`src/rtl/pe_relay_ws.sv`:
```
// pe_relay_ws: west/south relay tile for the PE grid.
// Each direction is an independent valid/ready channel with a small FIFO,
// so a stalled neighbour never causes a word to be dropped. Egress is
// gated by the tile-level ap_start; ingress keeps filling while it is low.
//
// Ports:
//   clk, reset            rising-edge clock, synchronous active-high reset
//   ap_start              egress enable (no word leaves while low)
//   in_from_west[_valid/_ready]   west ingress handshake
//   out_to_west[_valid/_ready]    west egress handshake (FIFO head)
//   in_from_south[_valid/_ready]  south ingress handshake
//   out_to_south[_valid/_ready]   south egress handshake (FIFO head)
//   west_level, south_level       FIFO occupancy, 0..2**FIFO_DEPTH_LOG2
//
// Optional macro PE_RELAY_STATS_EN adds west_xfer_cnt / south_xfer_cnt,
// saturating 32-bit counts of egress pops per channel.

module pe_relay_ws_fifo #(
  parameter int WIDTH      = 130,
  parameter int DEPTH_LOG2 = 2
) (
  input  logic                  clk,
  input  logic                  reset,
  input  logic                  ap_start,
  input  logic [WIDTH-1:0]      in_data,
  input  logic                  in_valid,
  output logic                  in_ready,
  output logic [WIDTH-1:0]      out_data,
  output logic                  out_valid,
  input  logic                  out_ready,
  output logic [DEPTH_LOG2:0]   level
);
  localparam int DEPTH = 1 << DEPTH_LOG2;
  localparam logic [DEPTH_LOG2:0]   LEVEL_FULL = (DEPTH_LOG2 + 1)'(DEPTH);
  localparam logic [DEPTH_LOG2:0]   LEVEL_ONE  = 1;
  localparam logic [DEPTH_LOG2-1:0] PTR_ONE    = 1;

  logic [WIDTH-1:0]      mem [DEPTH];
  logic [DEPTH_LOG2-1:0] wr_ptr;
  logic [DEPTH_LOG2-1:0] rd_ptr;
  logic                  push;
  logic                  pop;

  // Ready looks only at registered occupancy: a pop in a full cycle does
  // not open a slot until the following cycle.
  assign in_ready  = (level != LEVEL_FULL);
  assign out_valid = ap_start && (level != '0);
  assign out_data  = mem[rd_ptr];
  assign push      = in_valid && in_ready;
  assign pop       = out_valid && out_ready;

  always_ff @(posedge clk) begin
    if (reset) begin
      wr_ptr <= '0;
      rd_ptr <= '0;
      level  <= '0;
      // Storage is cleared so the head read is never X after reset.
      for (int i = 0; i < DEPTH; i++) mem[i] <= '0;
    end else begin
      if (push) begin
        mem[wr_ptr] <= in_data;
        wr_ptr      <= wr_ptr + PTR_ONE;
      end
      if (pop) rd_ptr <= rd_ptr + PTR_ONE;
      case ({push, pop})
        2'b10:   level <= level + LEVEL_ONE;
        2'b01:   level <= level - LEVEL_ONE;
        default: level <= level;
      endcase
    end
  end
endmodule

module pe_relay_ws #(
  parameter int WEST_WIDTH      = 130,
  parameter int SOUTH_WIDTH     = 130,
  parameter int FIFO_DEPTH_LOG2 = 2
) (
  input  logic                        clk,
  input  logic                        reset,
  input  logic                        ap_start,
  input  logic [WEST_WIDTH-1:0]       in_from_west,
  input  logic                        in_from_west_valid,
  output logic                        in_from_west_ready,
  output logic [WEST_WIDTH-1:0]       out_to_west,
  output logic                        out_to_west_valid,
  input  logic                        out_to_west_ready,
  input  logic [SOUTH_WIDTH-1:0]      in_from_south,
  input  logic                        in_from_south_valid,
  output logic                        in_from_south_ready,
  output logic [SOUTH_WIDTH-1:0]      out_to_south,
  output logic                        out_to_south_valid,
  input  logic                        out_to_south_ready,
`ifdef PE_RELAY_STATS_EN
  output logic [31:0]                 west_xfer_cnt,
  output logic [31:0]                 south_xfer_cnt,
`endif
  output logic [FIFO_DEPTH_LOG2:0]    west_level,
  output logic [FIFO_DEPTH_LOG2:0]    south_level
);

  pe_relay_ws_fifo #(.WIDTH(WEST_WIDTH), .DEPTH_LOG2(FIFO_DEPTH_LOG2)) u_west (
    .clk       (clk),
    .reset     (reset),
    .ap_start  (ap_start),
    .in_data   (in_from_west),
    .in_valid  (in_from_west_valid),
    .in_ready  (in_from_west_ready),
    .out_data  (out_to_west),
    .out_valid (out_to_west_valid),
    .out_ready (out_to_west_ready),
    .level     (west_level)
  );

  pe_relay_ws_fifo #(.WIDTH(SOUTH_WIDTH), .DEPTH_LOG2(FIFO_DEPTH_LOG2)) u_south (
    .clk       (clk),
    .reset     (reset),
    .ap_start  (ap_start),
    .in_data   (in_from_south),
    .in_valid  (in_from_south_valid),
    .in_ready  (in_from_south_ready),
    .out_data  (out_to_south),
    .out_valid (out_to_south_valid),
    .out_ready (out_to_south_ready),
    .level     (south_level)
  );

`ifdef PE_RELAY_STATS_EN
  logic west_pop;
  logic south_pop;

  assign west_pop  = out_to_west_valid && out_to_west_ready;
  assign south_pop = out_to_south_valid && out_to_south_ready;

  always_ff @(posedge clk) begin
    if (reset) begin
      west_xfer_cnt  <= '0;
      south_xfer_cnt <= '0;
    end else begin
      if (west_pop && (west_xfer_cnt != '1))   west_xfer_cnt  <= west_xfer_cnt + 32'd1;
      if (south_pop && (south_xfer_cnt != '1)) south_xfer_cnt <= south_xfer_cnt + 32'd1;
    end
  end
`endif

endmodule
```
`config.mk`:
```
export PLATFORM = sky130hd
export DESIGN_NAME = pe_relay_ws
export DESIGN_NICKNAME = d
export VERILOG_FILES = /design/src/rtl/pe_relay_ws.sv
export SDC_FILE = /design/constraint.sdc
export NUM_CORES = 1
export LEC_CHECK = 0
export ABC_AREA = 0
export BUFFER_PORTS_ARGS = -buffer_cell sky130_fd_sc_hd__buf_2
export CAP_MARGIN = 20
export CORE_UTILIZATION = 30
export CTS_CLUSTER_SIZE = 10
export DETAILED_ROUTE_END_ITERATION = 10
export PLACE_DENSITY = 0.59
export SKIP_CTS_REPAIR_TIMING = 1
export SYNTH_ARGS = -nofsm -noshare
export SYNTH_HDL_FRONTEND = slang
export SYNTH_SLANG_ARGS = --single-unit
```
`constraint.sdc`:
```
create_clock -name clk -period 21.7 [get_ports clk]
set_input_delay 4.34 -clock clk [delete_from_list [all_inputs] [get_ports clk]]
set_output_delay 4.34 -clock clk [all_outputs]
set_load 0.005 [all_outputs]
```
# After elaboration in Yosys (flattened, before gate mapping)
# Memories as Yosys holds them, arrays and structs flattened. A register that Yosys moved wholly into a read port is not among the register bits.
# Index checks and enable logic that the tools add are counted.
[totals]
register_bits = 14
latchBits = 0
mem_bits_rw = 1040
romBits = 0
in_bits = 267
out_inout_bits = 270
word_cells = 54
n_memories = 2
[memory_table]
columns = ["memory", "words", "word_bits", "rd", "rd_ports_with_merged_regs", "wr", "line", "text"]
rows = [
  ["u_south.mem", 4, 130, 1, 1, 4, "38", "logic [WIDTH-1:0] mem [DEPTH];"],
  ["u_west.mem", 4, 130, 1, 1, 4, "38", ""],
]
[classes]
n_addsub = 8
mul = 0
div = 0
order_cmp = 0
eq_ne = 6
n_shift = 0
muxes = 20
bitwise_logic = 0
reduce_logical = 12
[ops]
columns = ["op", "count"]
rows = [
  ["two-way mux 130 bit", 2],
  ["OR reduction 130 bit", 2],
  ["two-way mux 2 bit", 6],
  ["case mux 3 bit (2 select lines)", 2],
  ["two-way mux 1 bit", 10],
  ["adder 2 x 1 -> 2 bit (second input constant)", 4],
  ["adder 3 x 1 -> 3 bit (second input constant)", 2],
  ["logical AND 1 bit", 6],
  ["!= test 3 bit (second input constant)", 2],
  ["nonzero test 3 bit", 2],
  ["subtractor 3 x 1 -> 3 bit (second input constant)", 2],
  ["equality test 2 x 1 -> 1 bit (second input constant)", 2],
  ["equality test 2 bit (second input constant)", 2],
  ["nonzero test 2 bit", 2],
]

# Logic depth before layout (Yosys ltp)
# Gate-level depths: netlist of the first run.
[logic_depth]
word_depth = 7
depth_mapped = 9
ltp_nobuf = 9

# Cells and area by module
# Synthesis of the first run repeated with hierarchy kept, for this count alone.
[hier_totals]
cells_unflattened = 2620
hier_area_um2 = 45796.4
[modules_own_cells]
columns = ["module", "n_inst", "cells_each", "area_per_inst_um2", "seq_area_each_um2"]
rows = [
  ["pe_relay_ws_fifo", 2, 1310, 22898.2, 15795.1],
]

# Worst setup path after synthesis of the first run
# Ideal clock, no wire load.
[synth_path]
path_kind = "in2reg"
startpoint = "in in_from_west_valid"
endpoint = "mem u_west.mem[1][0], enable pin"
setup_ps = 646
arrival_ps = 10426
t_required_ps = 21054
setup_slack_ps = 10627
cell_stages = 2
n_path_buf = 0
cell_sequence = "nand3_1 -> o21bai_1"
[synth_lines]
columns = ["element", "line", "text"]
rows = [
  ["from (decl)", "83", "input logic in_from_west_valid,"],
  ["to (decl)", "38", ""],
]

# Final worst setup path of the first run
[layout_path]
startpoint = "in ap_start"
endpoint = "out out_to_west_valid"
[layout_via]
elab_chain_cells = 1
[layout_rtl]
columns = ["element", "line", "text"]
rows = [
  ["from (decl)", "81", "input logic ap_start,"],
  ["logical AND 1 bit", "47", "assign out_valid = ap_start && (level != '0);"],
  ["to (decl)", "86", "output logic out_to_west_valid,"],
]
# No other way between the ends.

==> flow_metrics.env, run 1 <==
export IMPL_synth_top_area_share_pct=68.8
export IMPL_synth_edff_count=1040
export IMPL_multi_input_area_mm2=0.0131
export IMPL_h_tree_depth=3
export IMPL_io_buffer_count=536
export IMPL_placed_area_mm2=0.0503
export IMPL_ios=537
export IMPL_clk_latency_ns=0.73
export IMPL_fillers=14300
export IMPL_slew_violations=0
export IMPL_syn_area_per_cell_um2=17.3
export IMPL_drc=0
export IMPL_yosysSeqAreaShare_pct=69.6
export IMPL_p_leak_nw=19.8
export IMPL_wire_per_inst_um=22.2
export IMPL_grt_antenna_before_repair=54
export IMPL_r2r_cells=6
export IMPL_syn2layout_area_growth_pct=18.2
export IMPL_r2r_start="u_south.wr_ptr[1]"
export IMPL_yosysTopAreaCell="edfxtp_1"
export IMPL_dpl_hpwl_mm=68.9
export IMPL_status="complete, no violations"
export IMPL_endpoint_kind="output pin"
export IMPL_grt_pass1_wl_mm=167
export IMPL_critPathRequiredTime_ns=17.36
export IMPL_final_area_mm2=0.0537
export IMPL_cp_arrival_ns=4.72
export IMPL_finalNonFillerCells=5221
export IMPL_first_iter_violations=1305
export IMPL_synthArstFlopShare_pct=0
export IMPL_synth_compound_area_share_pct=0.397
export IMPL_drive_gt1_share_pct=31.2
export IMPL_path_clk_slew_ns=0.06
export IMPL_root_buffer="clkbuf_16"
export IMPL_muxShareOfSynthArea_pct=12.9
export IMPL_hold_viol_final=0
export IMPL_first_global_vias=24500
export IMPL_worstHoldPathType="reg -> reg"
export IMPL_grt_max_degree=113
export IMPL_yosys_most_used_dff="edfxtp_1"
export IMPL_power_density_mw_per_mm2=90.2
export IMPL_fin_tns_setup_ns=0
export IMPL_die_area_mm2=0.153
export IMPL_rsz0062_at_grt="no"
export IMPL_criticalPathCategory="in -> out"
export IMPL_ant_nets=0
export IMPL_synth_top_family_by_area="simple AND/OR/NAND/NOR gates"
export IMPL_min_to="u_west.rd_ptr[1]"
export IMPL_pre_cts_ws_ns=12.64
export IMPL_nets=3414
export IMPL_ys_ff_latch=1058
export IMPL_fin_skew_ns=0.0274
export IMPL_track_usage_pct=14.9
export IMPL_routed_wl_mm=116
export IMPL_netlist_area_mm2=0.0454
export IMPL_synthCells=2619
export IMPL_grt_ovfl_total=0
export IMPL_whs_path_depth=1
export IMPL_worst_slew_pin_slew_ns=1.05
export IMPL_synth_area_top_cells="edfxtp_1, and2_1, mux4_2"
export IMPL_yosys_area_share_xor_xnor_pct=0.116
export IMPL_max_cap_violations=0
export IMPL_setup_viol=0
export IMPL_vdd_ir_drop_max_v=0.0000653
export IMPL_row_count=142
export IMPL_seqCellArea_mm2=0.0316
export IMPL_dp_cells=5036
export IMPL_finish_utilization_pct=35.8
export IMPL_min_period_ns=9.06
export IMPL_start_util_pct=30.3
export IMPL_cp_max_fo=4
export IMPL_synth_simple_gate_area_share_pct=15.0
export IMPL_vias=23800
export IMPL_post_route_period_util_pct=41.7
export IMPL_synthAdderAreaFrac_pct=0.143
export IMPL_hp_start="u_west.rd_ptr[0]"
export IMPL_cts_tree="done"
export IMPL_place_congestion=0.763
export IMPL_cts_buffers=121
export IMPL_clk_path_buf_depth=3
export IMPL_layout_setup_ws_ns=12.64
export IMPL_max_slew_margin_pct=29.9
export IMPL_clock_sinks=1058
export IMPL_core_area_mm2=0.150
export IMPL_yosys_warnings=0
export IMPL_fmax_mhz=110
export IMPL_r2r_end="u_south.mem[0][80]"
export IMPL_worst_r2r_setup_slack_ns=17.69
export IMPL_synth_nets=2890
export IMPL_vias_per_cell=4.55
export IMPL_yosysUniqueCellTypes=33
export IMPL_die_h_um=391
export IMPL_dr_pass1_iters=6
export IMPL_die_x_um=391
export IMPL_start_kind="input pin"
export IMPL_synthTopCellsByCount="and2_1, edfxtp_1, mux4_2"
power by group:
group	internal, mW	total [mW]	switching, mW
Clock	1.04	1.82	0.786
Combinational	0.254	0.558	0.305
Sequential	2.41	2.46	0.0543
Total	3.70	4.84	1.14
kinds of logic (layout without fill, tap and decap cells):
| kind of cell | Yosys count | in the layout |
|---|---|---|
| DFF | 1058 | 1058 |
| buffers and inverters | 183 | 751 |
| AOI/OAI and AO/OA | 26 | 26 |
| other | 0 | 18 |
| muxes | 260 | 260 |
| and+or+nand+nor | 1082 | 1082 |
| adders and majority gates | 4 | 4 |
| xor gates and xnor gates | 6 | 6 |
worst max-delay path, stage by stage:
cell	delay, ns
buf_2	0.11
o31a_1	0.14
buf_2	0.12
sequential cells by signal, summed over array words and instances, names as in the netlist, named ones only:
| register | cells |
|---|---|
| u_west.wr_ptr | 2 |
| u_south.rd_ptr | 2 |
| u_south.wr_ptr | 2 |
| u_south.level | 3 |
| u_west.mem | 520 |
| u_west.level | 3 |
| u_south.mem | 520 |
| u_west.rd_ptr | 2 |
worst max-delay path by stage:
stage,endpoint,slack [ns],from
detailed placement,out_to_west_valid,12.64,ap_start
floorplan,u_west.mem[1][0],10.63,in_from_west_valid
global placement,out_to_west_valid,12.62,ap_start
finish,out_to_west_valid,12.64,ap_start
global route,out_to_west_valid,12.62,ap_start
CTS,out_to_west_valid,12.64,ap_start
through the flow:
stage / power, mW / hold slack, ns
finish: 4.84 / 0.556
global route: 5.02 / 0.579
CTS: 4.91 / 0.565
detailed placement: 3.08 / 0.548
global placement: 3.07 / 0.532
floorplan: 2.82 / 0.500
layout by cell type, fill, tap and decap left out, types with 4 or more instances in the layout:
| master | Yosys | layout |
|---|---|---|
| clkbuf_16 | 0 | 122 |
| clkbuf_1 | 88 | 27 |
| xor2_1 | 4 | 4 |
| o21bai_4 | 0 | 4 |
| dfxtp_4 | 0 | 4 |
| a21oi_1 | 8 | 8 |
| clkinv_1 | 0 | 5 |
| buf_4 | 19 | 33 |
| nor2_1 | 12 | 12 |
| nand2_1 | 4 | 4 |
| buf_2 | 35 | 536 |
| buf_12 | 0 | 5 |
| or3_1 | 6 | 6 |
| o21ai_0 | 4 | 4 |
| edfxtp_1 | 1040 | 1040 |
| nand2b_1 | 4 | 4 |
| inv_1 | 10 | 10 |
| diode_2 | 0 | 18 |
| nor3_4 | 1 | 4 |
| nor4_4 | 4 | 4 |
| and2_1 | 1040 | 1040 |
| mux4_2 | 260 | 260 |
| dfxtp_1 | 18 | 14 |
cell type report:
class / instances / area share, %
diodes: 18 / 0.0839
repair buffers: 574 / 5.64
clock inverters: 16 / 0.357
multi-input cells: 1378 / 24.4
well taps: 2016 / 4.70
flip-flops and latches: 1058 / 58.9
inverters: 10 / 0.0699
clock buffers: 151 / 5.93
metal layers:
metal  vias up  track usage, %  part of all wire (%)
met5         -               0                  0.18
met2       629            24.7                    50
met3       232            4.33                   7.2
met1     12100            18.2                    39
met4        34            6.07                   3.3
li1      10800               -                     -
Power figures use the tool's default switching activity.
==> run 2: changes to the inputs <==
--- a/config.mk
+++ b/config.mk
@@ -5,7 +5,7 @@
 export SDC_FILE = /design/constraint.sdc
 export NUM_CORES = 1
 export LEC_CHECK = 0
-export ABC_AREA = 0
+export ABC_AREA = 1
 export BUFFER_PORTS_ARGS = -buffer_cell sky130_fd_sc_hd__buf_2
 export CAP_MARGIN = 20
 export CORE_UTILIZATION = 30
==> constraint.sdc (replaced) <==
create_clock -name clk -period 8.4 [get_ports clk]
set_input_delay 1.68 -clock clk [delete_from_list [all_inputs] [get_ports clk]]
set_output_delay 1.68 -clock clk [all_outputs]
set_load 0.005 [all_outputs]
==> flow_metrics.env, run 2 <==
export IMPL_layout_setup_ws_ns=2.95
export IMPL_dr_pass1_iters=5
export IMPL_place_congestion=0.783
export IMPL_routed_wl_mm=139
export IMPL_wire_per_inst_um=20.3
export IMPL_criticalPathCategory="reg -> out"
export IMPL_yosys_warnings=0
export IMPL_vias_per_cell=4.89
export IMPL_crit_end="out_to_south[45]"
export IMPL_ys_ff_latch=1058
export IMPL_r2r_cells=6
export IMPL_grt_antenna_before_repair=43
export IMPL_setup_viol=0
export IMPL_path_depth=5
export IMPL_yosysMostFrequentCell="nor2_1"
export IMPL_slowest_delay_ns=0.87
export IMPL_yosys_area_share_xor_xnor_pct=0
export IMPL_start_util_pct=30.2
export IMPL_slew_violations=0
export IMPL_synthCells=4351
export IMPL_vdd_ir_drop_max_v=0.000172
export IMPL_first_global_vias=32200
export IMPL_rsz0062_at_grt="no"
export IMPL_die_h_um=393
export IMPL_slowest_stage="buf_4"
export IMPL_clock_sinks=1058
export IMPL_synth_edff_count=1040
export IMPL_die_x_um=393
export IMPL_vias=33500
export IMPL_hold_viol_final=0
export IMPL_syn2layout_area_growth_pct=18.1
export IMPL_power_density_mw_per_mm2=243
export IMPL_clk_path_buf_depth=3
export IMPL_final_cell_mix="nor2_1, edfxtp_1, inv_1"
export IMPL_critPathMostFrequentCell="buf_4"
export IMPL_final_common_cell="nor2_1"
export IMPL_synth_top_family_by_area="simple AND/OR/NAND/NOR gates"
export IMPL_ios=537
export IMPL_critPathRequiredTime_ns=6.72
export IMPL_p_leak_nw=22.8
export IMPL_root_buffer="clkbuf_16"
export IMPL_path_clk_slew_ns=0.06
export IMPL_fmax_mhz=183
export IMPL_max_slew_margin_pct=21.9
export IMPL_muxShareOfSynthArea_pct=0
export IMPL_max_cap_violations=0
export IMPL_cts_buffers=130
export IMPL_cp_arrival_ns=3.77
export IMPL_synth_simple_gate_area_share_pct=14.1
export IMPL_row_count=143
export IMPL_worst_r2r_setup_slack_ns=5.14
export IMPL_core_area_mm2=0.152
export IMPL_min_period_ns=5.45
export IMPL_cp_max_fo=96
export IMPL_netlist_area_mm2=0.0459
export IMPL_worstHoldPathType="reg -> reg"
export IMPL_track_usage_pct=17.5
export IMPL_synth_area_top_cells="edfxtp_1, nor2_1, o21ai_0"
export IMPL_post_route_period_util_pct=64.9
export IMPL_r2r_start="u_west.wr_ptr[1]"
export IMPL_endpoint_kind="output pin"
export IMPL_drive_gt1_share_pct=16.0
export IMPL_start_kind="flop"
export IMPL_synthTopCellsByCount="nor2_1, edfxtp_1, inv_1"
export IMPL_crit_family="buffers and inverters"
export IMPL_finish_utilization_pct=35.7
export IMPL_placed_area_mm2=0.0503
export IMPL_final_area_mm2=0.0542
export IMPL_nets=5025
export IMPL_h_tree_depth=4
export IMPL_worst_slew_pin_slew_ns=1.17
export IMPL_crit_buf_inv=3
export IMPL_cts_tree="done"
export IMPL_grt_pass1_wl_mm=201
export IMPL_yosysUniqueCellTypes=24
export IMPL_pre_cts_ws_ns=3.72
export IMPL_fin_tns_setup_ns=0
export IMPL_die_area_mm2=0.155
export IMPL_grt_ovfl_total=0
export IMPL_ant_nets=0
export IMPL_io_buffer_count=536
export IMPL_synth_compound_area_share_pct=9.47
export IMPL_largestRegisters="u_south.mem x520, u_west.mem x520"
export IMPL_status="complete, no violations"
export IMPL_syn_area_per_cell_um2=10.5
export IMPL_grt_max_degree=205
export IMPL_yosysTopAreaCell="edfxtp_1"
export IMPL_synthAdderAreaFrac_pct=0.142
export IMPL_synth_nets=4622
export IMPL_clk_latency_ns=0.77
export IMPL_yosysSeqAreaShare_pct=68.8
export IMPL_drc=0
export IMPL_fin_skew_ns=0.0203
export IMPL_r2r_end="u_west.mem[2][101]"
export IMPL_yosys_most_used_dff="edfxtp_1"
export IMPL_cp_cell_sequence="buf_4, buf_4, o21ai_0, o22ai_1, buf_2"
export IMPL_dpl_hpwl_mm=77.5
export IMPL_synthArstFlopShare_pct=0
export IMPL_power_total_mw=13.2
export IMPL_first_iter_violations=2523
export IMPL_synth_top_area_share_pct=68.0
## run 2: how the worst min path moves through the flow
stage	startpoint	to	slack (ns)	depth (start not counted)
2_1_floorplan	u_west.rd_ptr[1]	flop	0.47	2
3_3_place_gp	u_south.wr_ptr[0]	u_south.wr_ptr[0]	0.49	2
3_5_place_dp	u_south.level[0]	u_south.level[0]	0.48	1
4_1_cts	u_south.level[0]	u_south.level[0]	0.50	1
5_1_grt	u_west.wr_ptr[0]	u_west.wr_ptr[0]	0.53	2
6_report	u_south.level[0]	u_south.level[0]	0.49	1
## run 2: where the power goes
part | switching (mW) | internal, mW | leakage [nW]
Clock | 2.20 | 2.96 | 1.83
Sequential | 0.119 | 6.23 | 11.0
Combinational | 1.18 | 0.480 | 10.0
## run 2: cells by family after synthesis
| logic type | Yosys count |
|---|---|
| buffers and inverters | 864 |
| and+or+nand+nor | 1622 |
| AOI/OAI and AO/OA | 803 |
| adders and majority gates | 4 |
| DFF | 1058 |
## run 2: routing by layer
metal / wire [um] / vias to the layer above / global-route usage [%]
met5: 69 / - / 0
met4: 5120 / 10 / 7.82
met3: 9010 / 266 / 3.28
met2: 67100 / 1173 / 28.6
met1: 58100 / 16500 / 22.4
li1: - / 15600 / -
## run 2: metrics by stage
stage | hold slack (ns) | instances
global placement | 0.490 | 6652
finish | 0.494 | 6861
CTS | 0.498 | 6840
floorplan | 0.465 | 4351
global route | 0.532 | 6860
detailed placement | 0.484 | 6652
## run 2: area by class of cell
type	count	area, um^2
fillers	15100	97700
flip-flops and latches	1058	31600
inverters	550	2090
clock buffers	159	3400
multi-input cells	2429	11000
diodes	21	52.6
well taps	2030	2540
repair buffers	585	3150
clock inverters	29	403
==> run 3: changes to the inputs <==
--- a/config.mk
+++ b/config.mk
@@ -5,7 +5,7 @@
 export SDC_FILE = /design/constraint.sdc
 export NUM_CORES = 1
 export LEC_CHECK = 0
-export ABC_AREA = 1
+export ABC_AREA = 0
 export BUFFER_PORTS_ARGS = -buffer_cell sky130_fd_sc_hd__buf_2
 export CAP_MARGIN = 20
 export CORE_UTILIZATION = 30
==> constraint.sdc (replaced) <==
create_clock -name clk -period 5.11 [get_ports clk]
set_input_delay 1.022 -clock clk [delete_from_list [all_inputs] [get_ports clk]]
set_output_delay 1.022 -clock clk [all_outputs]
set_load 0.005 [all_outputs]
==> flow_metrics.env, run 3 (synthesized netlist as in run 1, its figures left out) <==
export IMPL_critPathRequiredTime_ns=4.09
export IMPL_path_clk_slew_ns=0.05
export IMPL_grt_ovfl_total=0
export IMPL_min_period_ns=3.77
export IMPL_dp_cells=5056
export IMPL_finalNonFillerCells=5258
export IMPL_grt_antenna_before_repair=51
export IMPL_ios=537
export IMPL_p_leak_nw=20.2
export IMPL_vias_per_cell=4.54
export IMPL_vdd_ir_drop_max_v=0.000282
export IMPL_whs_ns=0.552
export IMPL_die_h_um=391
export IMPL_cts_tree="done"
export IMPL_finish_utilization_pct=36.4
export IMPL_track_usage_pct=15.2
export IMPL_die_area_mm2=0.153
export IMPL_ant_nets=0
export IMPL_grt_pass1_wl_mm=169
export IMPL_swShare_pct=23.6
export IMPL_status="complete, no violations"
export IMPL_clk_latency_ns=0.75
export IMPL_endpoint_kind="output pin"
export IMPL_gr_usage_met2_pct=24.9
export IMPL_worstHoldPathType="reg -> reg"
export IMPL_placed_area_mm2=0.0507
export IMPL_start_kind="flop"
export IMPL_root_buffer="clkbuf_16"
export IMPL_grt_max_degree=131
export IMPL_max_slew_margin_pct=32.2
export IMPL_pwr_share_comb_pct=11.7
export IMPL_slew_violations=0
export IMPL_fillers=14100
export IMPL_p_clk_share_pct=39.3
export IMPL_syn2layout_area_growth_pct=20.1
export IMPL_largestRegisters="u_south.mem x520, u_west.mem x520"
export IMPL_clock_sinks=1058
export IMPL_dr_pass1_iters=4
export IMPL_post_route_period_util_pct=73.8
export IMPL_max_cap_violations=0
export IMPL_seqCellArea_mm2=0.0316
export IMPL_whs_path_depth=2
export IMPL_io_buffer_count=536
export IMPL_final_area_mm2=0.0545
export IMPL_start_util_pct=30.3
export IMPL_dpl_hpwl_mm=71.2
export IMPL_multi_input_area_mm2=0.0131
export IMPL_criticalPathCategory="reg -> out"
export IMPL_pre_cts_ws_ns=1.62
export IMPL_row_count=142
export IMPL_hold_viol_final=0
export IMPL_cts_buffers=130
export IMPL_power_density_mw_per_mm2=390
export IMPL_rsz0062_at_grt="no"
export IMPL_p_sw_mw=5.03
export IMPL_nets=3444
export IMPL_core_area_mm2=0.150
export IMPL_cp_arrival_ns=2.75
export IMPL_fmax_mhz=265
export IMPL_final_cell_mix="and2_1, edfxtp_1, buf_2"
export IMPL_first_iter_violations=1443
export IMPL_internal_power_mw=16.2
export IMPL_fin_tns_setup_ns=0
export IMPL_cp_max_fo=27
export IMPL_grt_busiest_layer="met2"
export IMPL_place_congestion=0.744
export IMPL_drive_gt1_share_pct=32.0
export IMPL_h_tree_depth=4
export IMPL_setup_viol=0
export IMPL_fin_skew_ns=0.0225
export IMPL_grt_met1_usage_pct=18.8
export IMPL_r2r_cells=9
export IMPL_drc=0
export IMPL_power_total_mw=21.3
export IMPL_first_global_vias=24600
export IMPL_vias=23900
export IMPL_worst_slew_pin_slew_ns=1.01
export IMPL_routed_wl_mm=118
export IMPL_clk_path_buf_depth=3
export IMPL_layout_setup_ws_ns=1.34
export IMPL_die_x_um=391
export IMPL_wire_per_inst_um=22.5
export IMPL_p_seq_share_pct=49.0
export IMPL_use_met3_pct=4.50
==> run 3: changes by cell type in the layout (fill, tap and decap cells not counted), sizes merged, moves of 256 or more <==
cell   before   now
o21ai     534     4
nor2     1060    12
nand2     291     4
o22ai     260     0
mux4        0   260
and2        0  1040
inv       553    15
nor3      260     4
==> run 3: cell type report <==
class,instances,share of cell area [%]
inverter,10,0.0688
tap,2016,4.63
antenna,18,0.0826
clock inverter,26,0.546
clock buffer,157,6.31
timing repair buffer,595,6.41
sequential,1058,58.0
multi-input combinational,1378,24.0
==> run 3: power groups by stage <==
stage	Combinational (mW)	Sequential [mW]	Clock, mW
after CTS	2.53	10.5	8.59
after floorplan	1.40	10.5	0
after detailed placement	2.52	10.6	0
after global routing	2.69	10.5	8.91
final	2.49	10.4	8.35
after global placement	2.51	10.6	0
==> run 3: path summary, 6_finish.rpt <==
check / endpoint / from / slack, ns
min reg2reg: u_south.level[2] / u_south.level[2] / 0.55
min: u_south.level[2] / u_south.level[2] / 0.55
max: out_to_south[121] / flop / 1.34
max reg2reg: u_south.level[2] / u_south.level[2] / 2.22
==> run 3: per-layer routing <==
metal	vias to the layer above	part of all wire (%)	routed length (um)
met5	-	0.17	196
li1	10800	-	-
met4	32	3.6	4250
met2	574	49	58100
met3	233	6.3	7470
met1	12200	41	48100
==> run 3: worst max-delay path: stages (launching register included) <==
cell and delay (ns):
dfxtp_4 0.72, buf_4 0.37, mux4_2 0.69, buf_2 0.19
